===== src/rtl/avl_bus_arbiter_if.sv =====
// Avalon-style request/response bus shared by the arbiter's requester and SDRAM ports.
interface i_avl_bus #(
    parameter int AW  = 32,
    parameter int DW  = 32,
    parameter int BEW = 4,
    parameter int BCW = 8
);
    logic [AW-1:0]  address;
    logic [BEW-1:0] byte_en;
    logic [DW-1:0]  write_data;
    logic [DW-1:0]  read_data;
    logic [BCW-1:0] burst_count;
    logic           read;
    logic           write;
    logic           begin_burst_transfer;
    logic           request_ready;
    logic           read_data_valid;
    logic           resp_ready;

    modport master (
        output address, byte_en, write_data, read, write, begin_burst_transfer, burst_count, resp_ready,
        input  request_ready, read_data, read_data_valid
    );

    modport slave (
        input  address, byte_en, write_data, read, write, begin_burst_transfer, burst_count, resp_ready,
        output request_ready, read_data, read_data_valid
    );
endinterface


===== src/rtl/avl_bus_arbiter.sv =====
// Two-requester round-robin arbiter onto one SDRAM port, with in-order read response routing.
// Optional write-burst locking is enabled by defining AVL_ARB_BURST_LOCK_EN.
module avl_bus_arbiter #(
    parameter int OUTSTANDING_DEPTH = 4
) (
    input logic      clk,
    input logic      rest,
    i_avl_bus.slave  avl_s0,
    i_avl_bus.slave  avl_s1,
    i_avl_bus.master avl_m0
);
    localparam int PW = $clog2(OUTSTANDING_DEPTH);
    localparam logic [PW:0] FULL_CNT = (PW+1)'(OUTSTANDING_DEPTH);

    typedef struct packed {
        logic [31:0] address;
        logic [3:0]  byte_en;
        logic [31:0] write_data;
        logic        read;
        logic        write;
        logic        bbt;
        logic [7:0]  burst_count;
    } req_t;

    req_t        req [2];
    req_t        sel;
    logic [1:0]  req_vld;
    logic        last_winner, hold, hold_id;
    logic        win, win_vld;
    logic        lock_active, lock_id;
    logic        full, empty, rd_block;
    logic        fwd_rd, fwd_wr, fwd_any, accept, grant_rdy;
    logic        head, push, pop;
    logic [PW-1:0] wr_ptr, rd_ptr;
    logic [PW:0]   count;
    logic          id_mem [OUTSTANDING_DEPTH];

    assign req[0] = '{address: avl_s0.address, byte_en: avl_s0.byte_en, write_data: avl_s0.write_data,
                      read: avl_s0.read, write: avl_s0.write, bbt: avl_s0.begin_burst_transfer,
                      burst_count: avl_s0.burst_count};
    assign req[1] = '{address: avl_s1.address, byte_en: avl_s1.byte_en, write_data: avl_s1.write_data,
                      read: avl_s1.read, write: avl_s1.write, bbt: avl_s1.begin_burst_transfer,
                      burst_count: avl_s1.burst_count};

    for (genvar i = 0; i < 2; i++) begin : g_vld
        assign req_vld[i] = req[i].read | req[i].write;
    end

`ifdef AVL_ARB_BURST_LOCK_EN
    logic [7:0] lock_cnt;
    logic       lock_id_q;

    assign lock_active = (lock_cnt != 8'd0);
    assign lock_id     = lock_id_q;

    always_ff @(posedge clk or posedge rest) begin
        if (rest) begin
            lock_cnt  <= 8'd0;
            lock_id_q <= 1'b0;
        end else if (accept && fwd_wr) begin
            if (lock_active)
                lock_cnt <= lock_cnt - 8'd1;
            else if (sel.bbt && sel.burst_count > 8'd1) begin
                lock_cnt  <= sel.burst_count - 8'd1;
                lock_id_q <= win;
            end
        end
    end
`else
    assign lock_active = 1'b0;
    assign lock_id     = 1'b0;
`endif

    // Priority: burst lock, then a stalled owner, then round-robin on ties.
    always_comb begin
        win = 1'b0;
        if (lock_active)
            win = lock_id;
        else if (hold)
            win = hold_id;
        else if (&req_vld)
            win = ~last_winner;
        else if (req_vld[1])
            win = 1'b1;
    end

    assign win_vld  = req_vld[win];
    assign sel      = req[win];
    assign full     = (count == FULL_CNT);
    assign empty    = (count == '0);
    assign rd_block = full | lock_active;

    assign fwd_rd    = !rest && win_vld && sel.read && !rd_block;
    assign fwd_wr    = !rest && win_vld && sel.write;
    assign fwd_any   = fwd_rd | fwd_wr;
    assign accept    = fwd_any && avl_m0.request_ready;
    assign grant_rdy = !rest && win_vld && avl_m0.request_ready && !(sel.read && rd_block);

    assign avl_m0.address              = sel.address;
    assign avl_m0.byte_en              = sel.byte_en;
    assign avl_m0.write_data           = sel.write_data;
    assign avl_m0.begin_burst_transfer = sel.bbt;
    assign avl_m0.burst_count          = sel.burst_count;
    assign avl_m0.read                 = fwd_rd;
    assign avl_m0.write                = fwd_wr;

    assign avl_s0.request_ready = grant_rdy && !win;
    assign avl_s1.request_ready = grant_rdy && win;

    // The FIFO head names the requester owed the next response beat.
    assign head = id_mem[rd_ptr];
    assign push = accept && fwd_rd;
    assign pop  = avl_m0.read_data_valid && avl_m0.resp_ready && !empty;

    assign avl_s0.read_data       = avl_m0.read_data;
    assign avl_s1.read_data       = avl_m0.read_data;
    assign avl_s0.read_data_valid = avl_m0.read_data_valid && !empty && !head;
    assign avl_s1.read_data_valid = avl_m0.read_data_valid && !empty && head;
    assign avl_m0.resp_ready      = empty ? 1'b1 : (head ? avl_s1.resp_ready : avl_s0.resp_ready);

    always_ff @(posedge clk) begin
        if (push)
            id_mem[wr_ptr] <= win;
    end

    always_ff @(posedge clk or posedge rest) begin
        if (rest) begin
            last_winner <= 1'b1;
            hold        <= 1'b0;
            hold_id     <= 1'b0;
            wr_ptr      <= '0;
            rd_ptr      <= '0;
            count       <= '0;
        end else begin
            if (accept)
                last_winner <= win;
            hold <= fwd_any && !avl_m0.request_ready;
            if (fwd_any && !avl_m0.request_ready)
                hold_id <= win;
            if (push)
                wr_ptr <= wr_ptr + 1'b1;
            if (pop)
                rd_ptr <= rd_ptr + 1'b1;
            case ({push, pop})
                2'b10:   count <= count + 1'b1;
                2'b01:   count <= count - 1'b1;
                default: count <= count;
            endcase
        end
    end
endmodule

===== src/flat_wrapper.sv =====
// flat-port wrapper written by rule: the top's interface ports become plain ports
module avl_bus_arbiter_flat 
#(
    parameter int OUTSTANDING_DEPTH = 4
)
  (clk, rest, avl_s0_address, avl_s0_byte_en, avl_s0_write_data, avl_s0_read, avl_s0_write, avl_s0_begin_burst_transfer, avl_s0_burst_count, avl_s0_resp_ready, avl_s0_request_ready, avl_s0_read_data, avl_s0_read_data_valid, avl_s1_address, avl_s1_byte_en, avl_s1_write_data, avl_s1_read, avl_s1_write, avl_s1_begin_burst_transfer, avl_s1_burst_count, avl_s1_resp_ready, avl_s1_request_ready, avl_s1_read_data, avl_s1_read_data_valid, avl_m0_address, avl_m0_byte_en, avl_m0_write_data, avl_m0_read, avl_m0_write, avl_m0_begin_burst_transfer, avl_m0_burst_count, avl_m0_resp_ready, avl_m0_request_ready, avl_m0_read_data, avl_m0_read_data_valid);
  i_avl_bus avl_s0_i ();
  i_avl_bus avl_s1_i ();
  i_avl_bus avl_m0_i ();
  input logic clk;
  input logic rest;
  input wire logic [$bits(avl_s0_i.address)-1:0] avl_s0_address;
  input wire logic [$bits(avl_s0_i.byte_en)-1:0] avl_s0_byte_en;
  input wire logic [$bits(avl_s0_i.write_data)-1:0] avl_s0_write_data;
  input wire logic [$bits(avl_s0_i.read)-1:0] avl_s0_read;
  input wire logic [$bits(avl_s0_i.write)-1:0] avl_s0_write;
  input wire logic [$bits(avl_s0_i.begin_burst_transfer)-1:0] avl_s0_begin_burst_transfer;
  input wire logic [$bits(avl_s0_i.burst_count)-1:0] avl_s0_burst_count;
  input wire logic [$bits(avl_s0_i.resp_ready)-1:0] avl_s0_resp_ready;
  output wire logic [$bits(avl_s0_i.request_ready)-1:0] avl_s0_request_ready;
  output wire logic [$bits(avl_s0_i.read_data)-1:0] avl_s0_read_data;
  output wire logic [$bits(avl_s0_i.read_data_valid)-1:0] avl_s0_read_data_valid;
  input wire logic [$bits(avl_s1_i.address)-1:0] avl_s1_address;
  input wire logic [$bits(avl_s1_i.byte_en)-1:0] avl_s1_byte_en;
  input wire logic [$bits(avl_s1_i.write_data)-1:0] avl_s1_write_data;
  input wire logic [$bits(avl_s1_i.read)-1:0] avl_s1_read;
  input wire logic [$bits(avl_s1_i.write)-1:0] avl_s1_write;
  input wire logic [$bits(avl_s1_i.begin_burst_transfer)-1:0] avl_s1_begin_burst_transfer;
  input wire logic [$bits(avl_s1_i.burst_count)-1:0] avl_s1_burst_count;
  input wire logic [$bits(avl_s1_i.resp_ready)-1:0] avl_s1_resp_ready;
  output wire logic [$bits(avl_s1_i.request_ready)-1:0] avl_s1_request_ready;
  output wire logic [$bits(avl_s1_i.read_data)-1:0] avl_s1_read_data;
  output wire logic [$bits(avl_s1_i.read_data_valid)-1:0] avl_s1_read_data_valid;
  output wire logic [$bits(avl_m0_i.address)-1:0] avl_m0_address;
  output wire logic [$bits(avl_m0_i.byte_en)-1:0] avl_m0_byte_en;
  output wire logic [$bits(avl_m0_i.write_data)-1:0] avl_m0_write_data;
  output wire logic [$bits(avl_m0_i.read)-1:0] avl_m0_read;
  output wire logic [$bits(avl_m0_i.write)-1:0] avl_m0_write;
  output wire logic [$bits(avl_m0_i.begin_burst_transfer)-1:0] avl_m0_begin_burst_transfer;
  output wire logic [$bits(avl_m0_i.burst_count)-1:0] avl_m0_burst_count;
  output wire logic [$bits(avl_m0_i.resp_ready)-1:0] avl_m0_resp_ready;
  input wire logic [$bits(avl_m0_i.request_ready)-1:0] avl_m0_request_ready;
  input wire logic [$bits(avl_m0_i.read_data)-1:0] avl_m0_read_data;
  input wire logic [$bits(avl_m0_i.read_data_valid)-1:0] avl_m0_read_data_valid;
  assign avl_s0_i.address = avl_s0_address;
  assign avl_s0_i.byte_en = avl_s0_byte_en;
  assign avl_s0_i.write_data = avl_s0_write_data;
  assign avl_s0_i.read = avl_s0_read;
  assign avl_s0_i.write = avl_s0_write;
  assign avl_s0_i.begin_burst_transfer = avl_s0_begin_burst_transfer;
  assign avl_s0_i.burst_count = avl_s0_burst_count;
  assign avl_s0_i.resp_ready = avl_s0_resp_ready;
  assign avl_s0_request_ready = avl_s0_i.request_ready;
  assign avl_s0_read_data = avl_s0_i.read_data;
  assign avl_s0_read_data_valid = avl_s0_i.read_data_valid;
  assign avl_s1_i.address = avl_s1_address;
  assign avl_s1_i.byte_en = avl_s1_byte_en;
  assign avl_s1_i.write_data = avl_s1_write_data;
  assign avl_s1_i.read = avl_s1_read;
  assign avl_s1_i.write = avl_s1_write;
  assign avl_s1_i.begin_burst_transfer = avl_s1_begin_burst_transfer;
  assign avl_s1_i.burst_count = avl_s1_burst_count;
  assign avl_s1_i.resp_ready = avl_s1_resp_ready;
  assign avl_s1_request_ready = avl_s1_i.request_ready;
  assign avl_s1_read_data = avl_s1_i.read_data;
  assign avl_s1_read_data_valid = avl_s1_i.read_data_valid;
  assign avl_m0_address = avl_m0_i.address;
  assign avl_m0_byte_en = avl_m0_i.byte_en;
  assign avl_m0_write_data = avl_m0_i.write_data;
  assign avl_m0_read = avl_m0_i.read;
  assign avl_m0_write = avl_m0_i.write;
  assign avl_m0_begin_burst_transfer = avl_m0_i.begin_burst_transfer;
  assign avl_m0_burst_count = avl_m0_i.burst_count;
  assign avl_m0_resp_ready = avl_m0_i.resp_ready;
  assign avl_m0_i.request_ready = avl_m0_request_ready;
  assign avl_m0_i.read_data = avl_m0_read_data;
  assign avl_m0_i.read_data_valid = avl_m0_read_data_valid;
  avl_bus_arbiter #(.OUTSTANDING_DEPTH(OUTSTANDING_DEPTH)) u_core (.clk(clk), .rest(rest), .avl_s0(avl_s0_i), .avl_s1(avl_s1_i), .avl_m0(avl_m0_i));
endmodule

===== config.mk =====
export PLATFORM = sky130hd
export DESIGN_NAME = avl_bus_arbiter_flat
export DESIGN_NICKNAME = d
export VERILOG_FILES = /design/src/rtl/avl_bus_arbiter_if.sv /design/src/rtl/avl_bus_arbiter.sv /design/src/flat_wrapper.sv
export SDC_FILE = /design/constraint.sdc
export NUM_CORES = 1
export LEC_CHECK = 0
export CAP_MARGIN = 0
export CORE_AREA = 5 5 131 133
export CTS_BUF_LIST = sky130_fd_sc_hd__clkbuf_16
export DETAILED_ROUTE_END_ITERATION = 8
export DIE_AREA = 0 0 136 138
export MAX_ROUTING_LAYER = met4
export SYNTH_ARGS = -nofsm -noshare
export SYNTH_HDL_FRONTEND = slang
export SYNTH_SLANG_ARGS = --single-unit

===== constraint.sdc =====
create_clock -name clk -period 5 [get_ports clk]
set_clock_uncertainty 0.15 [all_clocks]
set_input_delay 1.5 -clock clk [delete_from_list [all_inputs] [get_ports clk]]
set_output_delay 1.5 -clock clk [all_outputs]
set_load 0.05 [all_outputs]

==> results of run 1 <==
[cells by family (layout without fill, tap and decap cells)]
group,after synthesis,in the layout,synth area share
fa+ha+maj,6,6,0.03494
simple gates,262,262,0.4415
compound gates,13,13,0.05507
mux,6,6,0.03388
flops,14,14,0.1572
buf+inv,92,280,0.2552
xor+xnor,6,6,0.02224
[power by group through the flow]
| stage | clock, mW | combinational, mW | sequential [mW] |
|---|---|---|---|
| after detailed placement | 0 | 2.28 | 0.221 |
| after floorplan | 0 | 1.64 | 0.205 |
| final | 0.152 | 2.31 | 0.220 |
| after global placement | 0 | 2.28 | 0.220 |
| after CTS | 0.155 | 2.29 | 0.220 |
| after global routing | 0.161 | 2.46 | 0.227 |
[sequential cells by signal (all words and copies together) (netlist names)]
signal	cells
u_core.rd_ptr	2
u_core.hold_id	1
u_core.last_winner	1
u_core.wr_ptr	2
u_core.hold	1
u_core.id_mem	4
u_core.count	3
[cell usage after synthesis, drive strengths merged]
library cell / n / area [µm²]
nor2: 5 / 18.77
a22o: 1 / 8.760
buf: 73 / 531.8
o21a: 1 / 7.510
o32ai: 1 / 8.760
dfrtp: 9 / 225.2
o22ai: 1 / 6.260
nand2: 236 / 888.4
nand4b: 1 / 8.760
or3: 2 / 12.51
mux2: 3 / 37.53
a21oi: 1 / 8.760
clkbuf: 9 / 33.78
nor3: 2 / 10.01
ha: 5 / 62.56
nand2b: 1 / 6.260
mux4: 1 / 22.52
xor2: 3 / 26.28
a211oi: 1 / 7.510
o21ai: 1 / 5.000
nor2b: 1 / 6.260
dfstp: 1 / 26.28
a32oi: 3 / 33.79
mux2i: 2 / 20.02
o31ai: 1 / 7.510
o31a: 1 / 8.760
nand3b: 1 / 7.510
fa: 1 / 20.02
or2: 1 / 6.260
xnor2: 3 / 26.28
and2: 2 / 12.51
nand3: 3 / 20.02
and3: 6 / 37.54
nor4b: 1 / 8.760
a2111oi: 1 / 27.53
edfxtp: 4 / 120.1
inv: 10 / 37.53
[what timing repair did]
| action | CTS | global route |
|---|---|---|
| endpoints found under the hold margin | 0 | 0 |
| buffers inserted | 0 | 3 |
| resized for setup | 0 | 8 |
| setup endpoints to repair | 0 | 73 |
[final cells by class]
class                      count  area [µm²]
clock buffer                   3       75.07
clock inverter                 1       3.754
fill                        1718       11000
inverter                      10       40.04
multi-input combinational    293        1418
sequential                    14       371.6
tap                          216       270.3
timing repair buffer         266        2530
[per-layer routing]
layer | up-vias | routed length, µm | share of wire | track usage
li1 | 1543 | - | - | -
met1 | 1260 | 4357 | 0.38 | 0.1241
met2 | 189 | 5935 | 0.52 | 0.2023
met3 | 4 | 1158 | 0.10 | 0.04028
met4 | 0 | 26 | 0.0023 | 0.008488
met5 | - | 0 | 0 | -
[stage by stage]
step | cell area, µm² | worst slack (ps) | hold WS, ps | power [mW]
2_1_floorplan | 2376 | 349.0 | 302.8 | 1.843
3_3_place_gp | 4564 | 86.72 | 330.9 | 2.503
3_5_place_dp | 4564 | 59.09 | 342.1 | 2.505
4_1_cts | 4643 | 49.33 | 359.6 | 2.668
5_1_grt | 4708 | 5.361 | 375.2 | 2.849
6_report | 4708 | 94.57 | 352.0 | 2.684
[worst max path at each step]
stage / depth (start not counted) / slack (ps) / from / end
floorplan: 5 / 350 / avl_s0_write / avl_s1_request_ready
global placement: 8 / 90 / avl_s1_write / avl_m0_write_data[4]
detailed placement: 8 / 60 / avl_s1_read / avl_m0_write_data[4]
CTS: 8 / 50 / avl_s1_read / avl_m0_write_data[4]
global route: 9 / 5 / avl_s0_write / avl_m0_byte_en[0]
finish: 9 / 90 / avl_s0_write / avl_m0_byte_en[0]
==> results.txt, run 1 <==
Leaving out fill and tap cells, the most frequent cell in the layout is sky130_fd_sc_hd__nand2_1. In this design, the stage delay of the slowest critical-path cell is 470 ps. The cell count after synthesis came out at 399. Worst-case reg-to-reg path depth: 11. The path type of the worst min-delay path is reg -> reg. In this run the cell area of the synthesized design comes to 0.002364 mm².

The analysis attributes to cell leakage a power of 2.330 nW. The run finished with clean final reports. The routed layout has 2996 vias. The maximum operating frequency is 203.9 MHz. The path with the worst hold slack has its endpoint at u_core.rd_ptr[1]$_DFFE_PP0P_.

The startpoint identified for the worst register-to-register timing path is u_core.hold$_DFF_PP0_. The clock group share of total power came out at 0.057. The run gives 790 as the number of nets in the final layout.

The run gives 4 as the detailed-router iteration count before antenna repair. Along the worst path, the maximum fanout reaches 25. The worst register-to-register path ends at u_core.count[2]$_DFFE_PP0P_.

The logs give 0.6687 for the relative max-transition margin and 0 for the count of inserted antenna diode cells. The run gives 0.862 as the part of the power in combinational logic. The count of final setup violators is 0. The detail route stage leaves a number of antenna-violating nets equal to 0. The max-capacitance violation count was 0. The number of nets in the synthesized netlist is 601. Setup repair after global routing left no endpoint under its margin.

For the cts-stage hold buffer count, the log shows 0. For the pin with the worst max-slew slack, the measured transition is 495.4 ps. For the part of the power in registers, the log shows 0.082. The effective utilization at floorplan came out at 0.1504. The wire length of the first global-routing pass is 16660 µm.

The register-to-register setup slack came out at 2280 ps. The net switching component of the power was 1.611 mW; the final RePlAce weighted congestion was 0.7976. The share of the cycle needed by the critical path after routing is 0.9811, and the die width is 136 µm. For the number of hold violations in the final report, the log shows 0. The power density relative to cell area is 570.0 mW/mm², and the routed length per placed instance is 14.29 µm. The number of buffers and inverters on the critical path is 5. The total overflow left after global routing is 0.

The fraction of layout instances using a drive strength above 1 is 0.1976. For the later-pin clock latency in the skew report, the log shows 240 ps. In this run the most critical hold path is launched from u_core.rd_ptr[1]$_DFFE_PP0P_.

TritonCTS built the clock tree. The kind of cell with the highest combined delay on the critical path was buffers and inverters. After synthesis, the mean cell area works out to 5.924 µm². The first-iteration detailed-routing DRC count was 146; the setup TNS after final layout was 0 ps. For the worst setup path, the data required time is 3350 ps. The count of input and output buffers was 247; the placement row count was 46. After layout, the minimum clock period comes to 4905 ps.

The clock passes through at most 2 buffers. The worst setup path is captured at an output port. Buffers inserted during clock tree synthesis total 3. From bottom edge to top edge, the die measures 138 µm. Across the VDD grid, the largest voltage drop is 0.0002676 V. For the unique cell type count in the Yosys netlist, the log shows 44.

The critical setup path kind was in -> out. The total of flip-flops plus latches after synthesis works out to 14. STA classifies the critical path startpoint as a primary input. Cell internal power was estimated by the tool at 1.073 mW. The finished layout holds 803 standard cells, fillers aside. Detailed placement finished with a half-perimeter wire length of 9794 µm. For the maximum level of the CTS H-tree, the log shows 1. The critical path goes through clkdlybuf4s50_1 > o21a_1 > o31ai_4 > buf_4 > buf_6 > buf_12 > nand2_1 > nand2_1 > buf_4. The area growth from synthesis to layout came out at 99.21%.

During synthesis, Yosys emitted a total of 0 warnings. The hold-critical path depth is 1, and the critical path data arrival time is 3260 ps. For the number of slew-limit violations in the final report, the log shows 0. CTS placed an instance of sky130_fd_sc_hd__clkbuf_16 at the clock tree root. The number of antenna violations at the first check in global routing was 0; the average via count per standard cell was 3.731. The run gives 43 as the largest net degree at the start of global routing. The switching fraction of total power came out at 0.6003. The cell with the biggest individual delay on the critical path was sky130_fd_sc_hd__clkdlybuf4s50_1. The number of placed cells counting well taps was 795. The floorplan die area was 0.01877 mm²; the register clock-pin slew on the reported worst setup and hold paths was 40 ps.

The sequential-to-total area share from yosys stat is 0.1572. The logs give 0.1126 for the all-layer global routing usage and 344 for the I/O pin total. Leaving out fill and tap cells, the most frequent cells in the layout are sky130_fd_sc_hd__nand2_1 (235), sky130_fd_sc_hd__clkdlybuf4s50_1 (164), sky130_fd_sc_hd__buf_4 (87). The count of clock tree sinks is 14, and the core outline area is 0.01571 mm². For this run, design rule violations remaining after detail routing come to 0.

The final core utilization was 0.2997; the number of global-route vias before repair was 2991. The overall routed net length was 11480 µm.
No activity file was read; power rests on OpenSTA's default activity.
==> run 2, diff against run 1 <==
--- a/config.mk
+++ b/config.mk
@@ -5,11 +5,12 @@
 export SDC_FILE = /design/constraint.sdc
 export NUM_CORES = 1
 export LEC_CHECK = 0
+export ABC_AREA = 1
 export CAP_MARGIN = 0
-export CORE_AREA = 5 5 131 133
+export CORE_AREA = 5 5 130 132
 export CTS_BUF_LIST = sky130_fd_sc_hd__clkbuf_16
 export DETAILED_ROUTE_END_ITERATION = 8
-export DIE_AREA = 0 0 136 138
+export DIE_AREA = 0 0 135 137
 export MAX_ROUTING_LAYER = met4
 export SYNTH_ARGS = -nofsm -noshare
 export SYNTH_HDL_FRONTEND = slang
==> results.txt, run 2 <==
Launch point of the critical path: avl_s1_read. Number of antenna violations at the first check in global routing: 1 (+1). The logs give 231.1 ps (+136.5 ps) for the minimum setup slack in the final design and 0.01850 mm² (-1.5%) for the floorplan die area.

The run gives 0 (unchanged) as the count of unresolved DRC violations after routing. The run gives 116 (-21%) as the first-iteration detailed-routing DRC count. For the non-filler instance count after layout, the log shows 810 (+0.87%). The nature of the critical path endpoint was an output port.

The hold-critical path depth came out at 2 (+1). The tree is rooted in a sky130_fd_sc_hd__clkbuf_16. The maximum resistive drop on vdd came out at 0.0002968 V (+11%). The setup TNS after final layout was 0 ps (unchanged).

The all-layer global routing usage is 0.1146 (+0.001997). Register-to-register setup slack: 2650 ps (+370 ps). The critical path data arrival time was 3120 ps (-140 ps). The run gives 3.170 mW (+18%) as the overall power consumption.

Number of flip-flops in the largest register: 4 (unchanged). The run gives 336.4 ps (-15.64 ps) as the final hold slack. The path type of the worst min-delay path is reg -> reg. The critical setup path kind was in -> out. The final core utilization is 0.3485 (+0.04882), and the routed length per placed instance is 14.02 µm (-1.9%).

The commonest cells after synthesis are sky130_fd_sc_hd__nand2_1 (256), sky130_fd_sc_hd__buf_4 (65), sky130_fd_sc_hd__inv_1 (20), sky130_fd_sc_hd__buf_2 (12), sky130_fd_sc_hd__nor2_1 (11). Buffer count from post-CTS setup fixing: 0 (unchanged). The critical path ends at avl_m0_address[27]. The worst-case reg-to-reg path depth came out at 12 (+1).

The standby leakage power is 2.613 nW (+12%). The clock period minus worst slack is 4769 ps (-136.5 ps), and the total of flip-flops plus latches after synthesis is 14 (unchanged). The detailed-router iteration count before antenna repair came out at 4 (unchanged). The endpoint of the lowest-slack register-to-register path was u_core.count[2]$_DFFE_PP0P_.

Wire length of the first global-routing pass: 16130 µm (-3.2%). The sequential-to-total area share from yosys stat came out at 0.1601 (+0.002882). The die span in y works out to 137 µm (-0.72%). The final RePlAce weighted congestion came out at 0.7711 (-3.3%). The power density relative to cell area is 583.2 mW/mm² (+2.3%). Of all cell types, the one taking the most synthesized area is sky130_fd_sc_hd__nand2_1. The relative max-transition margin is 0.6639 (-0.004749), and the effective utilization at floorplan is 0.1488 (-0.001617). Setup repair after global routing left no endpoint under its margin. The number of fill cells came out at 1608 (-6.4%). The tools report the core outline area as 0.01560 mm² (-0.73%). The setup slack after placement is 212.6 ps (+153.5 ps). The register clock-pin slew on the reported worst setup and hold paths came out at 50 ps (about the same). The count of input and output buffers is 247 (unchanged), and the post-place instance area is 0.005354 mm² (+17%). The number of hold violations in the final report is 0 (unchanged), and the share of the cycle needed by the critical path after routing is 0.9538 (-0.02730). The number of buffers on the longest clock path was 2 (unchanged). The logs give 14 (unchanged) for the count of clock tree sinks and 3350 ps (about the same) for the required arrival time at the worst endpoint. Yosys instantiated no cell more often than sky130_fd_sc_hd__nand2_1. For the count of final setup violators, the log shows 0 (unchanged).

The library cell used most frequently in the layout, excluding fill and tap cells, is sky130_fd_sc_hd__nand2_1. The mean area per synthesized cell works out to 5.539 µm² (-6.5%). The post-synthesis async set-or-reset flop share came out at 0.7143 (unchanged). The number of nets in the synthesized netlist is 621 (+3.3%), and the number of flops mapped to enable cells by yosys is 4 (unchanged). Final instance area: 0.005435 mm² (+15%). The unique cell type count in the Yosys netlist is 28 (-36%), and the max-capacitance violation count is 0 (unchanged). The sum of net half-perimeters after detailed placement came out at 9825 µm (+0.31%). The die width works out to 135 µm (-0.74%).

The overall routed net length came out at 11360 µm (-1.0%). The post-route antenna net violation count is 0 (unchanged). Leaving out fill and tap cells, the most frequent cells in the layout are sky130_fd_sc_hd__nand2_1 (256), sky130_fd_sc_hd__clkdlybuf4s50_1 (164), sky130_fd_sc_hd__buf_12 (83). The cts-stage hold buffer count was 0 (unchanged). For this run, the leading register cell type out of synthesis is sky130_fd_sc_hd__dfrtp_1. The number of buffers created by CTS was 3 (unchanged); the routed via count was 2940 (-1.9%).

The maximum operating frequency was 209.7 MHz (+2.9%); the count of cells resized by post-cts repair was 0 (unchanged). The number of nets in the final layout is 796 (+0.76%). Number of slew-limit violations in the final report: 0 (unchanged). The area growth from synthesis to layout is 134.2%. The top-area cell type share of the netlist area was 0.4140 (+0.04080).

TritonCTS built the clock tree. The critical-path maximum fanout works out to 34 (+36%). The number of warnings reported in the yosys synthesis log was 0 (unchanged). Average via count per standard cell: 3.630 (-2.7%). The fraction of layout instances using a drive strength above 1 is 0.1703 (-0.02729). The logs give 0.002321 mm² (-1.8%) for the total standard cell area after synthesis and 344 (unchanged) for the I/O pin total. The tools report the number of global-route vias before repair as 2969 (-0.74%). The worst register-to-register path begins at u_core.last_winner$_DFFE_PP1P_.

For the remaining global-route overflow, the log shows 0 (unchanged). The number of placed cells counting well taps is 805 (+1.3%). Most flop-heavy register: u_core.id_mem. The largest net degree at the start of global routing was 67 (+56%).

The placement row count is 46 (unchanged). The critical path startpoint category is a primary input. Yosys attributes the largest share of cell area to sky130_fd_sc_hd__nand2_1 (41%), sky130_fd_sc_hd__buf_4 (21%), sky130_fd_sc_hd__dfrtp_1 (9.7%). The logs give 240 ps (about the same) for the later-pin clock latency in the skew report and 1 (unchanged) for the maximum level of the CTS H-tree.

The actual slew at the worst max-slew pin was 502.5 ps (+7.102 ps). The tools report the number of instances in the synthesized netlist as 419 (+5.0%). The largest registers in the layout are u_core.id_mem: 4 flops, u_core.count: 3 flops. The run finished with clean final reports.
[run 2: worst min-delay path by stage]
stage / to / slack, ps / from
after detailed placement: u_core.last_winner$_DFFE_PP1P_ / 330 / u_core.last_winner$_DFFE_PP1P_
final: u_core.last_winner$_DFFE_PP1P_ / 340 / u_core.last_winner$_DFFE_PP1P_
after CTS: u_core.last_winner$_DFFE_PP1P_ / 340 / u_core.last_winner$_DFFE_PP1P_
after floorplan: u_core.last_winner$_DFFE_PP1P_ / 300 / u_core.last_winner$_DFFE_PP1P_
after global placement: u_core.last_winner$_DFFE_PP1P_ / 320 / u_core.last_winner$_DFFE_PP1P_
after global routing: u_core.last_winner$_DFFE_PP1P_ / 350 / u_core.last_winner$_DFFE_PP1P_
[run 2: kinds of logic after synthesis]
family | share of synthesized area
AND/OR/NAND/NOR | 0.4836
XOR/XNOR | 0.01887
flip-flops | 0.1601
adder cells (fa/ha/maj) | 0.03558
AO/OA/AOI/OAI | 0.02211
buffers and inverters | 0.2798
[run 2: per-layer routing]
metal | routed length (µm) | vias to the layer above | GRT usage
li1 | - | 1536 | -
met1 | 4419 | 1201 | 0.1304
met2 | 5416 | 192 | 0.1868
met3 | 1442 | 11 | 0.05588
met4 | 82 | 0 | 0.01904
met5 | 0 | - | -
[run 2: critical path: stages]
cell	delay, ps
sky130_fd_sc_hd__clkdlybuf4s50_1	480
sky130_fd_sc_hd__nor2_1	70
sky130_fd_sc_hd__nor2_2	120
sky130_fd_sc_hd__nand2_4	80
sky130_fd_sc_hd__nand2_4	90
sky130_fd_sc_hd__buf_4	330
sky130_fd_sc_hd__nand2_1	130
sky130_fd_sc_hd__nand2_1	140
sky130_fd_sc_hd__buf_12	140
[run 2: report_power, final]
part / total (mW) / internal, mW / leakage, nW / switching, mW
Sequential: 0.204 / 0.168 / 0.155 / 0.0362
Clock: 0.153 / 0.106 / 0.0385 / 0.0474
Combinational: 2.81 / 1.22 / 2.42 / 1.60
Total: 3.17 / 1.49 / 2.61 / 1.68
[run 2: layout make-up]
type / instances / area, µm² / share of cell area
inverter: 21 / 78.83 / 0.01450
clock inverter: 1 / 3.754 / 0.0006906
multi-input combinational: 303 / 1300 / 0.2392
timing repair buffer: 251 / 3333 / 0.6133
tap: 216 / 270.3 / 0.04972
clock buffer: 3 / 75.07 / 0.01381
antenna: 1 / 2.502 / 0.0004604
sequential: 14 / 371.6 / 0.06837
